**config.mk**
```make
export PLATFORM = sky130hd
export DESIGN_NAME = ship_ctrl_flat
export DESIGN_NICKNAME = d
export VERILOG_FILES = /design/src/rtl/chip_invaders_pkg.sv /design/src/rtl/ship_ctrl_if.sv /design/src/rtl/ship_sprite_rom.sv /design/src/rtl/ship_ctrl.sv /design/src/flat_wrapper.sv
export SDC_FILE = /design/constraint.sdc
export NUM_CORES = 1
export LEC_CHECK = 0
export ABC_AREA = 0
export CAP_MARGIN = 20
export CORE_MARGIN = 3
export CORE_UTILIZATION = 44
export CTS_CLUSTER_SIZE = 24
export DETAILED_ROUTE_END_ITERATION = 8
export GPL_ROUTABILITY_DRIVEN = 1
export GPL_TIMING_DRIVEN = 0
export PLACE_DENSITY = 0.64
export SLEW_MARGIN = 0
export SYNTH_ARGS = -nofsm -noshare
export SYNTH_HDL_FRONTEND = slang
export SYNTH_SLANG_ARGS = --single-unit
```
**constraint.sdc**
```tcl
create_clock -name clk -period 5.4 [get_ports clk]
set_input_delay 1.08 -clock clk [delete_from_list [all_inputs] [get_ports clk]]
set_output_delay 1.08 -clock clk [all_outputs]
set_load 0.1 [all_outputs]
```
**src/rtl/chip_invaders_pkg.sv**
```systemverilog
`default_nettype none
// ============================================================================
// Module   : chip_invaders_pkg
// Purpose  : Shared types and constants for the invaders game: screen size,
//            player-ship state encoding, sprite selectors and the 16x8
//            left-justified sprite bitmaps (MSB = leftmost pixel).
// Contents : SCREEN_W/SCREEN_H, ship_state_t, sprite_sel_t, bitmap_t,
//            SHIP_BITMAP, EXPLODE_BITMAP_A/B, bitmap_pixel().
// Revision : 1.0 - initial release
// ============================================================================
package chip_invaders_pkg;

  localparam int SCREEN_W = 640;
  localparam int SCREEN_H = 480;

  typedef enum logic [1:0] {
    ALIVE     = 2'd0,
    EXPLODING = 2'd1,
    RESPAWN   = 2'd2,
    GAME_OVER = 2'd3
  } ship_state_t;

  typedef enum logic [1:0] {
    SPR_SHIP      = 2'd0,
    SPR_EXPLODE_A = 2'd1,
    SPR_EXPLODE_B = 2'd2,
    SPR_NONE      = 2'd3
  } sprite_sel_t;

  // Index 0 is the top row; each row is left-justified in 16 bits.
  typedef logic [0:7][15:0] bitmap_t;

  localparam bitmap_t SHIP_BITMAP = '{
    16'h0200, 16'h0700, 16'h0700, 16'h7FF0,
    16'hFFF8, 16'hFFF8, 16'hFFF8, 16'hFFF8
  };

  localparam bitmap_t EXPLODE_BITMAP_A = '{
    16'h0880, 16'h8508, 16'h2020, 16'h0700,
    16'h1FC0, 16'h5FD0, 16'h3FE0, 16'hFFF8
  };

  localparam bitmap_t EXPLODE_BITMAP_B = '{
    16'h8208, 16'h1040, 16'h0200, 16'h4890,
    16'h0D80, 16'h3FE0, 16'h7FF0, 16'hFFF8
  };

  // Column 0 is the leftmost pixel, i.e. bit 15 of the row word.
  function automatic logic bitmap_pixel(input bitmap_t bm,
                                        input logic [2:0] row,
                                        input logic [3:0] col);
    return bm[row][4'd15 - col];
  endfunction

endpackage
`default_nettype wire

```
**src/rtl/ship_ctrl_if.sv**
```systemverilog
`default_nettype none
// ============================================================================
// Module   : ship_ctrl_if
// Purpose  : Bundle of the player-ship controller's game-side signals.
// Ports    : master - drives v_sync, pix_x/pix_y, move_left/right, hit,
//                     new_game; observes ship status and pixel outputs.
//            slave  - the ship controller itself (opposite directions).
// Revision : 1.0 - initial release
// ============================================================================
interface ship_ctrl_if;

  logic       v_sync;
  logic [9:0] pix_x;
  logic [9:0] pix_y;
  logic       move_left;
  logic       move_right;
  logic       hit;
  logic       new_game;
  logic [9:0] ship_x_pos;
  logic       ship_vulnerable;
  logic [2:0] lives;
  logic       game_over;
  logic       ship_on;
  logic       explode_on;

  modport master (
    output v_sync, pix_x, pix_y, move_left, move_right, hit, new_game,
    input  ship_x_pos, ship_vulnerable, lives, game_over, ship_on, explode_on
  );

  modport slave (
    input  v_sync, pix_x, pix_y, move_left, move_right, hit, new_game,
    output ship_x_pos, ship_vulnerable, lives, game_over, ship_on, explode_on
  );

endinterface
`default_nettype wire

```
**src/rtl/ship_sprite_rom.sv**
```systemverilog
`default_nettype none
// ============================================================================
// Module   : ship_sprite_rom
// Purpose  : Combinational sprite pixel lookup, shared by ship and invader
//            renderers.
// Ports    : i_sel - sprite select
//            i_row - sprite row (0 = top)
//            i_col - sprite column (0 = leftmost)
//            o_bit - pixel value
// Revision : 1.0 - initial release
// ============================================================================
module ship_sprite_rom
  import chip_invaders_pkg::*;
(
  input  sprite_sel_t i_sel,
  input  logic [2:0]  i_row,
  input  logic [3:0]  i_col,
  output logic        o_bit
);

  always_comb begin
    o_bit = 1'b0;
    case (i_sel)
      SPR_SHIP:      o_bit = bitmap_pixel(SHIP_BITMAP,      i_row, i_col);
      SPR_EXPLODE_A: o_bit = bitmap_pixel(EXPLODE_BITMAP_A, i_row, i_col);
      SPR_EXPLODE_B: o_bit = bitmap_pixel(EXPLODE_BITMAP_B, i_row, i_col);
      default:       o_bit = 1'b0;
    endcase
  end

endmodule
`default_nettype wire

```
**src/rtl/ship_ctrl.sv**
```systemverilog
`default_nettype none
// ============================================================================
// Module   : ship_ctrl
// Purpose  : Player-ship controller on the pixel clock. Moves the ship once
//            per frame (rising edge of v_sync) with edge clamping, tracks
//            lives, and sequences ALIVE -> EXPLODING -> RESPAWN -> ALIVE or
//            GAME_OVER. Renders registered ship/explosion pixels.
// Ports    : clk      - pixel clock
//            rst      - asynchronous active-high reset
//            ship_bus - ship_ctrl_if.slave (v_sync, beam position, player
//                       controls, hit/new_game in; position, vulnerability,
//                       lives, game_over, ship_on/explode_on out)
// Revision : 1.0 - initial release
// ============================================================================
module ship_ctrl #(
  parameter int SHIP_W         = 13,
  parameter int SHIP_H         = 8,
  parameter int SHIP_Y         = 440,
  parameter int SCREEN_W       = chip_invaders_pkg::SCREEN_W,
  parameter int SPEED          = 4,
  parameter int START_X        = 312,
  parameter int LIVES          = 3,
  parameter int EXPLODE_FRAMES = 32,
  parameter int RESPAWN_FRAMES = 64,
  parameter int BLINK_SHIFT    = 3
) (
  input  wire logic    clk,
  input  wire logic    rst,
  ship_ctrl_if.slave   ship_bus
);

  import chip_invaders_pkg::*;

  localparam int c_max_x   = SCREEN_W - SHIP_W;
  localparam int c_cnt_max = (EXPLODE_FRAMES > RESPAWN_FRAMES) ?
                             EXPLODE_FRAMES : RESPAWN_FRAMES;
  localparam int c_cnt_w   = $clog2(c_cnt_max) + 1;

  ship_state_t        r_state, w_state_nx;
  logic [9:0]         r_x, w_x_nx;
  logic [2:0]         r_lives, w_lives_nx;
  logic [c_cnt_w-1:0] r_cnt, w_cnt_nx;
  logic               r_vs_q;
  logic               w_tick;
  logic [9:0]         w_move_x;
  logic [10:0]        w_x11;
  logic [10:0]        w_sum;
  logic [9:0]         w_diff;
  logic               r_ship_on, r_explode_on;

  // ---------------------------------------------------------------------------
  // Frame tick. The delayed copy resets high so a v_sync already high when
  // reset releases does not produce a tick on the first cycle.
  // ---------------------------------------------------------------------------
  always_ff @(posedge clk or posedge rst) begin
    if (rst) r_vs_q <= 1'b1;
    else     r_vs_q <= ship_bus.v_sync;
  end

  assign w_tick = ship_bus.v_sync & ~r_vs_q;

  // ---------------------------------------------------------------------------
  // Clamped movement, evaluated in 11 bits so the right edge cannot wrap.
  // ---------------------------------------------------------------------------
  assign w_x11  = {1'b0, r_x};
  assign w_sum  = w_x11 + 11'(SPEED);
  assign w_diff = r_x - 10'(SPEED);

  always_comb begin
    w_move_x = r_x;
    if (ship_bus.move_left && !ship_bus.move_right) begin
      w_move_x = (w_x11 < 11'(SPEED)) ? 10'd0 : w_diff;
    end else if (ship_bus.move_right && !ship_bus.move_left) begin
      w_move_x = (w_sum > 11'(c_max_x)) ? 10'(c_max_x) : w_sum[9:0];
    end
  end

  // ---------------------------------------------------------------------------
  // FSM: state register
  // ---------------------------------------------------------------------------
  always_ff @(posedge clk or posedge rst) begin
    if (rst) begin
      r_state <= ALIVE;
      r_x     <= 10'(START_X);
      r_lives <= 3'(LIVES);
      r_cnt   <= '0;
    end else begin
      r_state <= w_state_nx;
      r_x     <= w_x_nx;
      r_lives <= w_lives_nx;
      r_cnt   <= w_cnt_nx;
    end
  end

  // ---------------------------------------------------------------------------
  // FSM: next state. new_game overrides everything; a hit wins over the
  // frame move in ALIVE. Hits in any other state are simply dropped.
  // ---------------------------------------------------------------------------
  always_comb begin
    w_state_nx = r_state;
    w_x_nx     = r_x;
    w_lives_nx = r_lives;
    w_cnt_nx   = r_cnt;
    if (ship_bus.new_game) begin
      w_state_nx = RESPAWN;
      w_x_nx     = 10'(START_X);
      w_lives_nx = 3'(LIVES);
      w_cnt_nx   = '0;
    end else begin
      case (r_state)
        ALIVE: begin
          if (ship_bus.hit) begin
            w_state_nx = EXPLODING;
            w_lives_nx = r_lives - 3'd1;
            w_cnt_nx   = '0;
          end else if (w_tick) begin
            w_x_nx = w_move_x;
          end
        end
        EXPLODING: begin
          if (w_tick) begin
            if (r_cnt == c_cnt_w'(EXPLODE_FRAMES - 1)) begin
              w_state_nx = (r_lives == 3'd0) ? GAME_OVER : RESPAWN;
              w_x_nx     = 10'(START_X);
              w_cnt_nx   = '0;
            end else begin
              w_cnt_nx = r_cnt + 1'b1;
            end
          end
        end
        RESPAWN: begin
          if (w_tick) begin
            w_x_nx = w_move_x;
            if (r_cnt == c_cnt_w'(RESPAWN_FRAMES - 1)) begin
              w_state_nx = ALIVE;
              w_cnt_nx   = '0;
            end else begin
              w_cnt_nx = r_cnt + 1'b1;
            end
          end
        end
        default: ;  // GAME_OVER waits for new_game
      endcase
    end
  end

  // ---------------------------------------------------------------------------
  // Rendering: box test against the current ship position, one sprite lookup
  // whose bitmap depends on the state, then a registered output stage.
  // ---------------------------------------------------------------------------
  logic [10:0] w_px, w_py;
  logic        w_in_box;
  logic [3:0]  w_col;
  logic [2:0]  w_row;
  sprite_sel_t w_sel;
  logic        w_bit;

  assign w_px     = {1'b0, ship_bus.pix_x};
  assign w_py     = {1'b0, ship_bus.pix_y};
  assign w_in_box = (w_px >= w_x11) && (w_px < w_x11 + 11'(SHIP_W)) &&
                    (w_py >= 11'(SHIP_Y)) && (w_py < 11'(SHIP_Y + SHIP_H));
  assign w_col    = 4'(w_px - w_x11);
  assign w_row    = 3'(w_py - 11'(SHIP_Y));

  // Explosion animation flips between its two frames every 4 frames.
  always_comb begin
    w_sel = SPR_SHIP;
    if (r_state == EXPLODING) begin
      if (r_cnt[2]) w_sel = SPR_EXPLODE_B;
      else          w_sel = SPR_EXPLODE_A;
    end
  end

  ship_sprite_rom u_rom (
    .i_sel (w_sel),
    .i_row (w_row),
    .i_col (w_col),
    .o_bit (w_bit)
  );

  always_ff @(posedge clk or posedge rst) begin
    if (rst) begin
      r_ship_on    <= 1'b0;
      r_explode_on <= 1'b0;
    end else begin
      r_ship_on    <= w_in_box && w_bit &&
                      ((r_state == ALIVE) ||
                       ((r_state == RESPAWN) && !r_cnt[BLINK_SHIFT]));
      r_explode_on <= w_in_box && w_bit && (r_state == EXPLODING);
    end
  end

  assign ship_bus.ship_x_pos      = r_x;
  assign ship_bus.ship_vulnerable = (r_state == ALIVE);
  assign ship_bus.lives           = r_lives;
  assign ship_bus.game_over       = (r_state == GAME_OVER);
  assign ship_bus.ship_on         = r_ship_on;
  assign ship_bus.explode_on      = r_explode_on;

endmodule
`default_nettype wire

```
**src/flat_wrapper.sv**
```systemverilog
// flat-port wrapper written by rule: the top's interface ports become plain ports
module ship_ctrl_flat import chip_invaders_pkg::*;
#(
  parameter int SHIP_W         = 13,
  parameter int SHIP_H         = 8,
  parameter int SHIP_Y         = 440,
  parameter int SCREEN_W       = chip_invaders_pkg::SCREEN_W,
  parameter int SPEED          = 4,
  parameter int START_X        = 312,
  parameter int LIVES          = 3,
  parameter int EXPLODE_FRAMES = 32,
  parameter int RESPAWN_FRAMES = 64,
  parameter int BLINK_SHIFT    = 3
)
  (clk, rst, ship_bus_v_sync, ship_bus_pix_x, ship_bus_pix_y, ship_bus_move_left, ship_bus_move_right, ship_bus_hit, ship_bus_new_game, ship_bus_ship_x_pos, ship_bus_ship_vulnerable, ship_bus_lives, ship_bus_game_over, ship_bus_ship_on, ship_bus_explode_on);
  ship_ctrl_if ship_bus_i ();
  input  wire logic clk;
  input  wire logic rst;
  input wire logic [$bits(ship_bus_i.v_sync)-1:0] ship_bus_v_sync;
  input wire logic [$bits(ship_bus_i.pix_x)-1:0] ship_bus_pix_x;
  input wire logic [$bits(ship_bus_i.pix_y)-1:0] ship_bus_pix_y;
  input wire logic [$bits(ship_bus_i.move_left)-1:0] ship_bus_move_left;
  input wire logic [$bits(ship_bus_i.move_right)-1:0] ship_bus_move_right;
  input wire logic [$bits(ship_bus_i.hit)-1:0] ship_bus_hit;
  input wire logic [$bits(ship_bus_i.new_game)-1:0] ship_bus_new_game;
  output wire logic [$bits(ship_bus_i.ship_x_pos)-1:0] ship_bus_ship_x_pos;
  output wire logic [$bits(ship_bus_i.ship_vulnerable)-1:0] ship_bus_ship_vulnerable;
  output wire logic [$bits(ship_bus_i.lives)-1:0] ship_bus_lives;
  output wire logic [$bits(ship_bus_i.game_over)-1:0] ship_bus_game_over;
  output wire logic [$bits(ship_bus_i.ship_on)-1:0] ship_bus_ship_on;
  output wire logic [$bits(ship_bus_i.explode_on)-1:0] ship_bus_explode_on;
  assign ship_bus_i.v_sync = ship_bus_v_sync;
  assign ship_bus_i.pix_x = ship_bus_pix_x;
  assign ship_bus_i.pix_y = ship_bus_pix_y;
  assign ship_bus_i.move_left = ship_bus_move_left;
  assign ship_bus_i.move_right = ship_bus_move_right;
  assign ship_bus_i.hit = ship_bus_hit;
  assign ship_bus_i.new_game = ship_bus_new_game;
  assign ship_bus_ship_x_pos = ship_bus_i.ship_x_pos;
  assign ship_bus_ship_vulnerable = ship_bus_i.ship_vulnerable;
  assign ship_bus_lives = ship_bus_i.lives;
  assign ship_bus_game_over = ship_bus_i.game_over;
  assign ship_bus_ship_on = ship_bus_i.ship_on;
  assign ship_bus_explode_on = ship_bus_i.explode_on;
  ship_ctrl #(.SHIP_W(SHIP_W), .SHIP_H(SHIP_H), .SHIP_Y(SHIP_Y), .SCREEN_W(SCREEN_W), .SPEED(SPEED), .START_X(START_X), .LIVES(LIVES), .EXPLODE_FRAMES(EXPLODE_FRAMES), .RESPAWN_FRAMES(RESPAWN_FRAMES), .BLINK_SHIFT(BLINK_SHIFT)) u_core (.clk(clk), .rst(rst), .ship_bus(ship_bus_i));
endmodule
```
---- Yosys cells after proc, flatten, opt, wreduce, memory -nomap -nowiden ----
Memories as Yosys holds them, arrays and structs flattened.
Index checks and enable logic that the tools add are counted.
operators by class
  $add $sub $neg .......................... 8
  magnitude comparators ................... 8
  eq/ne operators ......................... 13
  muxes and demuxes ....................... 43
  bitwise operators ....................... 3
  reduce and logical (&&, ||, !) cells .... 23
operators with widths
  kind                                                                           count
  16-bit two-way mux                                                             6
  10-bit two-way mux                                                             9
  7-bit two-way mux                                                              6
  10-bit one-hot mux with 3 select lines                                         1
  7-bit one-hot mux with 3 select lines                                          1
  2-bit two-way mux                                                              8
  1-bit binary-select mux with 4-bit select                                      3
  3-bit by 2-bit != test with 1-bit output, second input constant                4
  10-bit by 3-bit adder with 11-bit output, second input constant                1
  10-bit by 4-bit adder with 11-bit output, second input constant                1
  11-bit by 10-bit > comparator with 1-bit output, second input constant         1
  10-bit by 11-bit less-than comparator with 1-bit output                        1
  10-bit >= comparator                                                           1
  10-bit by 9-bit >= comparator with 1-bit output, second input constant         1
  10-bit by 3-bit less-than comparator with 1-bit output, second input constant  1
  10-bit by 9-bit less-than comparator with 1-bit output, second input constant  1
  10-bit by 3-bit subtractor with 10-bit output, second input constant           1
  1-bit logical AND                                                              9
  3-bit two-way mux                                                              3
  4-bit AND reduction                                                            2
  7-bit by 1-bit adder with 7-bit output, second input constant                  1
  7-bit by 5-bit equality test with 1-bit output, second input constant          1
  7-bit by 6-bit equality test with 1-bit output, second input constant          1
  2-bit equality test, second input constant                                     3
  other kinds (21)                                                               31
storage, ports and cells
  bits in registers ....................... 25
  bits in read-only memories .............. 384
  logic and storage cells ................. 108
  memories kept ........................... 3
memory list
  name              depth  bits a word  read ports  clocked after memory_dff  wr ports  line                     RTL
  (name not given)  8      16           1           0                         0         chip_invaders_pkg.sv:52  return bm[row][4'd15 - col];
  (name not given)  8      16           1           0                         0         chip_invaders_pkg.sv:52
  (name not given)  8      16           1           0                         0         chip_invaders_pkg.sv:52

---- Longest topological paths before layout ----
  depth in word-level cells ............... 10
  mapped depth ............................ 13

---- Modules after synthesis ----
From an unflattened synthesis, not the netlist that was laid out.
unflattened totals
  cells, all modules ...................... 365
  area, all modules ....................... 2964.1 um2
by module, submodules not included
  module           times used  cells an instance  area an instance (um2)  seq. area each (um2)
  ship_ctrl        1           299                2528.7                  609.3
  ship_sprite_rom  1           66                 435.4                   0.0

---- Worst setup path after synthesis ----
OpenSTA, ideal clock, no wires.
  kind .................................... register to register
  start ................................... register u_core.r_x[2] (netlist: u_core.ship_bus.ship_x_pos[2])
  end ..................................... register u_core.r_ship_on (netlist: u_core.ship_bus.ship_on)
  arrival time ............................ 3.474 ns
  required time ........................... 5.299 ns
  path slack .............................. 1.825 ns
  cell stages (with the launch flop) ...... 13
  buffers on the path ..................... 0
  cell sequence ........................... dfrtp_1 -> inv_1 -> ha_1 -> a21boi_0 -> nor3_1 -> xnor2_1 -> ha_1 -> a211oi_1 -> nand2_1 -> o221ai_1 -> o2bb2ai_1 -> nand4_1 -> nor4_1
between the ends
  longest elaborated chain between the ends .. 7
RTL lines
  element                                                                                      line                                       RTL
  start: declaration                                                                           ship_ctrl.sv:40                            logic [9:0] r_x, w_x_nx;
  start signal: assignment                                                                     ship_ctrl.sv:84                            r_x <= 10'(START_X);
  start signal: assignment                                                                     ship_ctrl.sv:89                            r_x <= w_x_nx;
  4-bit subtractor or 10-bit by 4-bit adder with 11-bit output (tied branches)                 ship_ctrl.sv:162, ship_ctrl.sv:160
  4-bit subtractor or 10-bit by 11-bit less-than comparator with 1-bit output (tied branches)  chip_invaders_pkg.sv:52, ship_ctrl.sv:160
  1-bit binary-select mux with 4-bit select or 1-bit logical AND (tied branches)               chip_invaders_pkg.sv:52, ship_ctrl.sv:160
  1-bit two-way mux (implied by the code) or 1-bit logical AND (tied branches)                 chip_invaders_pkg.sv:52, ship_ctrl.sv:160
  1-bit one-hot mux with 3 select lines or 1-bit logical AND (tied branches)                   ship_sprite_rom.sv:23, ship_ctrl.sv:161
  1-bit logical AND * (2 in a row)                                                             ship_ctrl.sv:186                           r_ship_on <= w_in_box && w_bit &&
  end signal: assignment                                                                       ship_ctrl.sv:186
  end: declaration                                                                             ship_ctrl.sv:49                            logic r_ship_on, r_explode_on;
Every way passes the cells marked *; elsewhere a longest branch is shown, timed or not. The select of a mux whose other input is x is not followed.
A chain may end at the register's enable or synchronous reset.

---- Worst setup path in the final report ----
  start ................................... input port ship_bus_pix_x[0]
  end ..................................... register u_core.r_ship_on (netlist: u_core.ship_bus.ship_on)
between the ends
  longest elaborated chain between the ends .. 7
RTL lines
  element                                    line                     RTL
  start: declaration                         flat_wrapper.sv:20       input wire logic [$bits(ship_bus_i.pix_x)-1:0] ship_bus_pix_x;
  4-bit subtractor                           ship_ctrl.sv:162         assign w_col = 4'(w_px - w_x11);
  4-bit subtractor                           chip_invaders_pkg.sv:52
  1-bit binary-select mux with 4-bit select  chip_invaders_pkg.sv:52
  1-bit two-way mux (implied by the code)    chip_invaders_pkg.sv:52
  1-bit one-hot mux with 3 select lines      ship_sprite_rom.sv:23    case (i_sel)
  1-bit logical AND * (2 in a row)           ship_ctrl.sv:186
Marked as above.

==> impl_metrics.py <==
metrics = {
    "clocking": {
        "cts-buffers-inserted": 3,
        "cts_resized": 0,
        "insertion_delay_ns": 0.27,
        "post-cts-setup-buffer-count": 0,
        "buffer_depth_of_the_longest_clock_path": 2,
        "clk_pin_slew_worst_paths_ns": 0.09,
        "cts_tree": "yes",
        "holdBufCountCts": 0,
        "tritoncts_num_sinks": 24,
        "h_tree_lvls": 1,
        "clock-root-buffer": "clkbuf_8",
    },
    "sta": {
        "finalMaxSlewViolations": 0,
        "final_setup_margin_ns": 1.860,
        "setup_viol_count_final": 0,
        "tightest_slew_ns": 0.9848,
        "layout_min_cycle_time_ns": 3.540,
        "finalSetupTns_ns": 0,
        "rsz0062_at_grt": "false",
        "slew-limit-headroom_pct": 34.14,
        "finClkSkew_ns": 0.003971,
        "report.final.hold_viol_count": 0,
        "maximum_clock_rate_mhz": 282.5,
        "layout_worst_path_cycle_share_pct": 65.56,
    },
    "setup_path": {
        "worstSetupPathType": "in2reg",
        "timing.critical_path.from": "ship_bus_pix_x[0]",
        "cp-end-kind": "register",
        "timing.rr.start": "u_core.ship_bus.ship_x_pos[2]",
        "cp_data_required_time_ns": 5.56,
        "setup.worst_path.start_class": "input port",
        "wp_data_arrival_ns": 3.70,
        "path_max_fanout": 10,
    },
    "power_and_ir_drop": {
        "leakagePower_nw": 1.483,
        "peakVddDrop_v": 0.0001894,
        "finalPower_w": 0.0008136,
        "p_per_area_mw_per_mm2": 232.6,
    },
    "synthesis": {
        "synth-seq-area-share_pct": 20.75,
        "post_synthesis_instance_area_mm2": 0.002937,
        "post_synth.cell_area_avg_um2": 8.203,
        "synth.area.top_cells": "ha_1, dfrtp_1, dfstp_2, nand2_1, inv_1",
        "async_flop_share_pct": 100.0,
        "ys_top_cells_by_count": "ha_1, nand2_1, inv_1",
        "synth-edff-count": 0,
        "post_synth_inst_count": 358,
        "ys_seq_elements": 24,
        "synthDistinctLibCells": 77,
        "synthMostInstantiatedCell": "ha_1",
        "yosysTopAreaCellShare_pct": 15.34,
        "netlist.top_cell.by_area": "ha_1",
        "syn-num-nets": 422,
        "synth_top_flop_cell": "dfrtp_1",
        "count_of_synthesis_stage_warnings_from_yosys": 0,
    },
    "routing": {
        "drt-wirelength-per-cell_um": 15.06,
        "drt_wl_total_um": 7228,
        "drt_pre_antenna_iters": 4,
        "drt_drc_violations_left": 0,
        "detailroute.via_count": 2796,
        "detail-route-antenna-nets": 0,
        "detail_route.iter0.violations": 110,
        "viasPerCell": 5.825,
    },
    "layout": {
        "final_design_area_no_fill_mm2": 0.003498,
        "area_growth_pct": 19.13,
        "antennaDiodeCount": 0,
        "post_route_cells_drive_above_1_share_pct": 10.92,
        "layout.core_utilization_pct": 54.47,
        "final_nets": 468,
    },
    "global_routing": {
        "first_global_vias": 2651,
        "overflow_left_after_global_routing": 0,
        "antenna_found_initial": 0,
        "global_route_wire_length_before_repair_um": 12350,
        "overall_global_routing_resource_usage_pct": 19.38,
        "pin_count_of_the_biggest_net_entering_global_routing": 25,
    },
    "die": {
        "die_height_um": 87.70,
        "die_x_um": 87.70,
        "fp-row-count": 29,
        "initial_cell_density_of_the_core_pct": 45.72,
        "dieArea_mm2": 0.007690,
        "core_region_area_mm2": 0.006422,
        "io-pin-count": 44,
    },
    "min_path": {
        "hold_path.class": "reg2reg",
        "holdCritStartpoint": "u_core.ship_bus.lives[1]",
    },
    "placement": {
        "io_buffers": 41,
        "post_dp_cell_area_mm2": 0.003443,
        "place_hpwl_um": 5612,
        "preCtsSetupSlack_ns": 1.579,
        "gp_congestion": 0.9241,
    },
    "outcome": {
        "run_status": "complete, no violations",
    },
    "flow_run": {
        "cap_viol_max_count": 0,
    },
}
==> worst paths after layout <==
kind | slack (ns) | depth (start not counted) | end
setup reg to reg | 2.12 | 12 | u_core.ship_bus.ship_on
hold / removal | 0.52 | 2 | u_core.ship_bus.lives[1]
setup / recovery | 1.86 | 11 | u_core.ship_bus.ship_on
hold reg to reg | 0.52 | 2 | u_core.ship_bus.lives[1]
max in group asynchronous | 3.52 | 2 | u_core.ship_bus.ship_x_pos[2]
min in group asynchronous | 1.30 | 2 | u_core.ship_bus.explode_on
==> cell type report <==
type                    count  area (µm²)
plain buffers              16       110.1
clock buffers               4       55.05
fillers                   607        2924
inverters                  30       112.6
multi-input cells         288        2105
flip-flops and latches     24       609.3
well taps                  77       96.34
repair buffers             41       410.4
==> critical path, stage by stage <==
cell and delay (ns):
clkdlybuf4s50_1 0.45, inv_1 0.06, ha_1 0.21, fa_1 0.53, buf_4 0.18, inv_1 0.06, maj3_1 0.33, a2111oi_0 0.40
o2111ai_1 0.17, nand4_1 0.14, nor4_1 0.07
==> state kept, by name (all words and copies together), names as in the netlist <==
name                        cells
u_core.ship_bus.ship_on         1
u_core.ship_bus.lives           3
u_core.r_state                  2
u_core.ship_bus.ship_x_pos      9
u_core.r_cnt                    7
u_core.ship_bus.explode_on      1
u_core.r_vs_q                   1
==> report_power, final <==
part           leakage, nW  switching [W]  internal [W]
logic                 1.15       0.000290      0.000174
registers            0.302      0.0000205      0.000201
clock network       0.0288      0.0000622     0.0000653
total                 1.48       0.000373      0.000441
==> cells in the final DEF, fill, tap and decap left out, types with 3 or more instances in the layout <==
master	Yosys	layout
clkdlybuf4s50_1	0	41
o211ai_1	5	5
o22ai_1	5	5
o21bai_1	3	3
dfrtp_1	17	17
nand2b_1	7	7
nor3_1	7	7
ha_1	36	36
buf_4	4	4
nor2b_1	5	5
nand4_1	5	5
a21boi_0	3	3
nand3_1	10	10
o21ai_0	20	20
a31oi_1	7	7
inv_1	29	29
buf_2	4	4
a21oi_1	18	18
nand2_1	31	31
xnor2_1	12	12
dfstp_2	7	7
o31ai_1	5	5
and3_1	4	4
or2_2	4	4
clkbuf_8	0	4
nor4_1	6	6
clkbuf_1	3	3
a21o_1	4	4
o31a_1	3	3
o21a_1	4	4
buf_6	4	4
nor2_1	22	22
a221oi_1	4	4
==> through the flow <==
stage               instances  hold WS [ns]
CTS                       480        0.5239
floorplan                 358        0.4761
detailed placement        476        0.5068
finish                    480        0.5194
global route              480        0.5614
global placement          476        0.5022
==> kinds of logic (layout without fill, tap and decap cells) <==
family	Yosys count	count (layout)	share of synthesized area [%]
adders and majority gates	38	38	16.36
and+or+nand+nor	125	125	24.12
xor gates and xnor gates	15	15	4.730
DFF	24	24	20.75
buffers and inverters	46	91	7.584
AOI/OAI and AO/OA	106	106	25.01
muxes	4	4	1.449
==> routing by layer <==
metal  vias to the layer above  GRT usage [%]  part of all wire [%]
met5                         -              0                     0
met4                         0          4.184                  0.82
met3                         5          1.505                   4.1
met2                        74          32.74                    47
met1                      1308          27.05                    48
li1                       1409              -                     -
No activity file was read; power rests on OpenSTA's default activity.
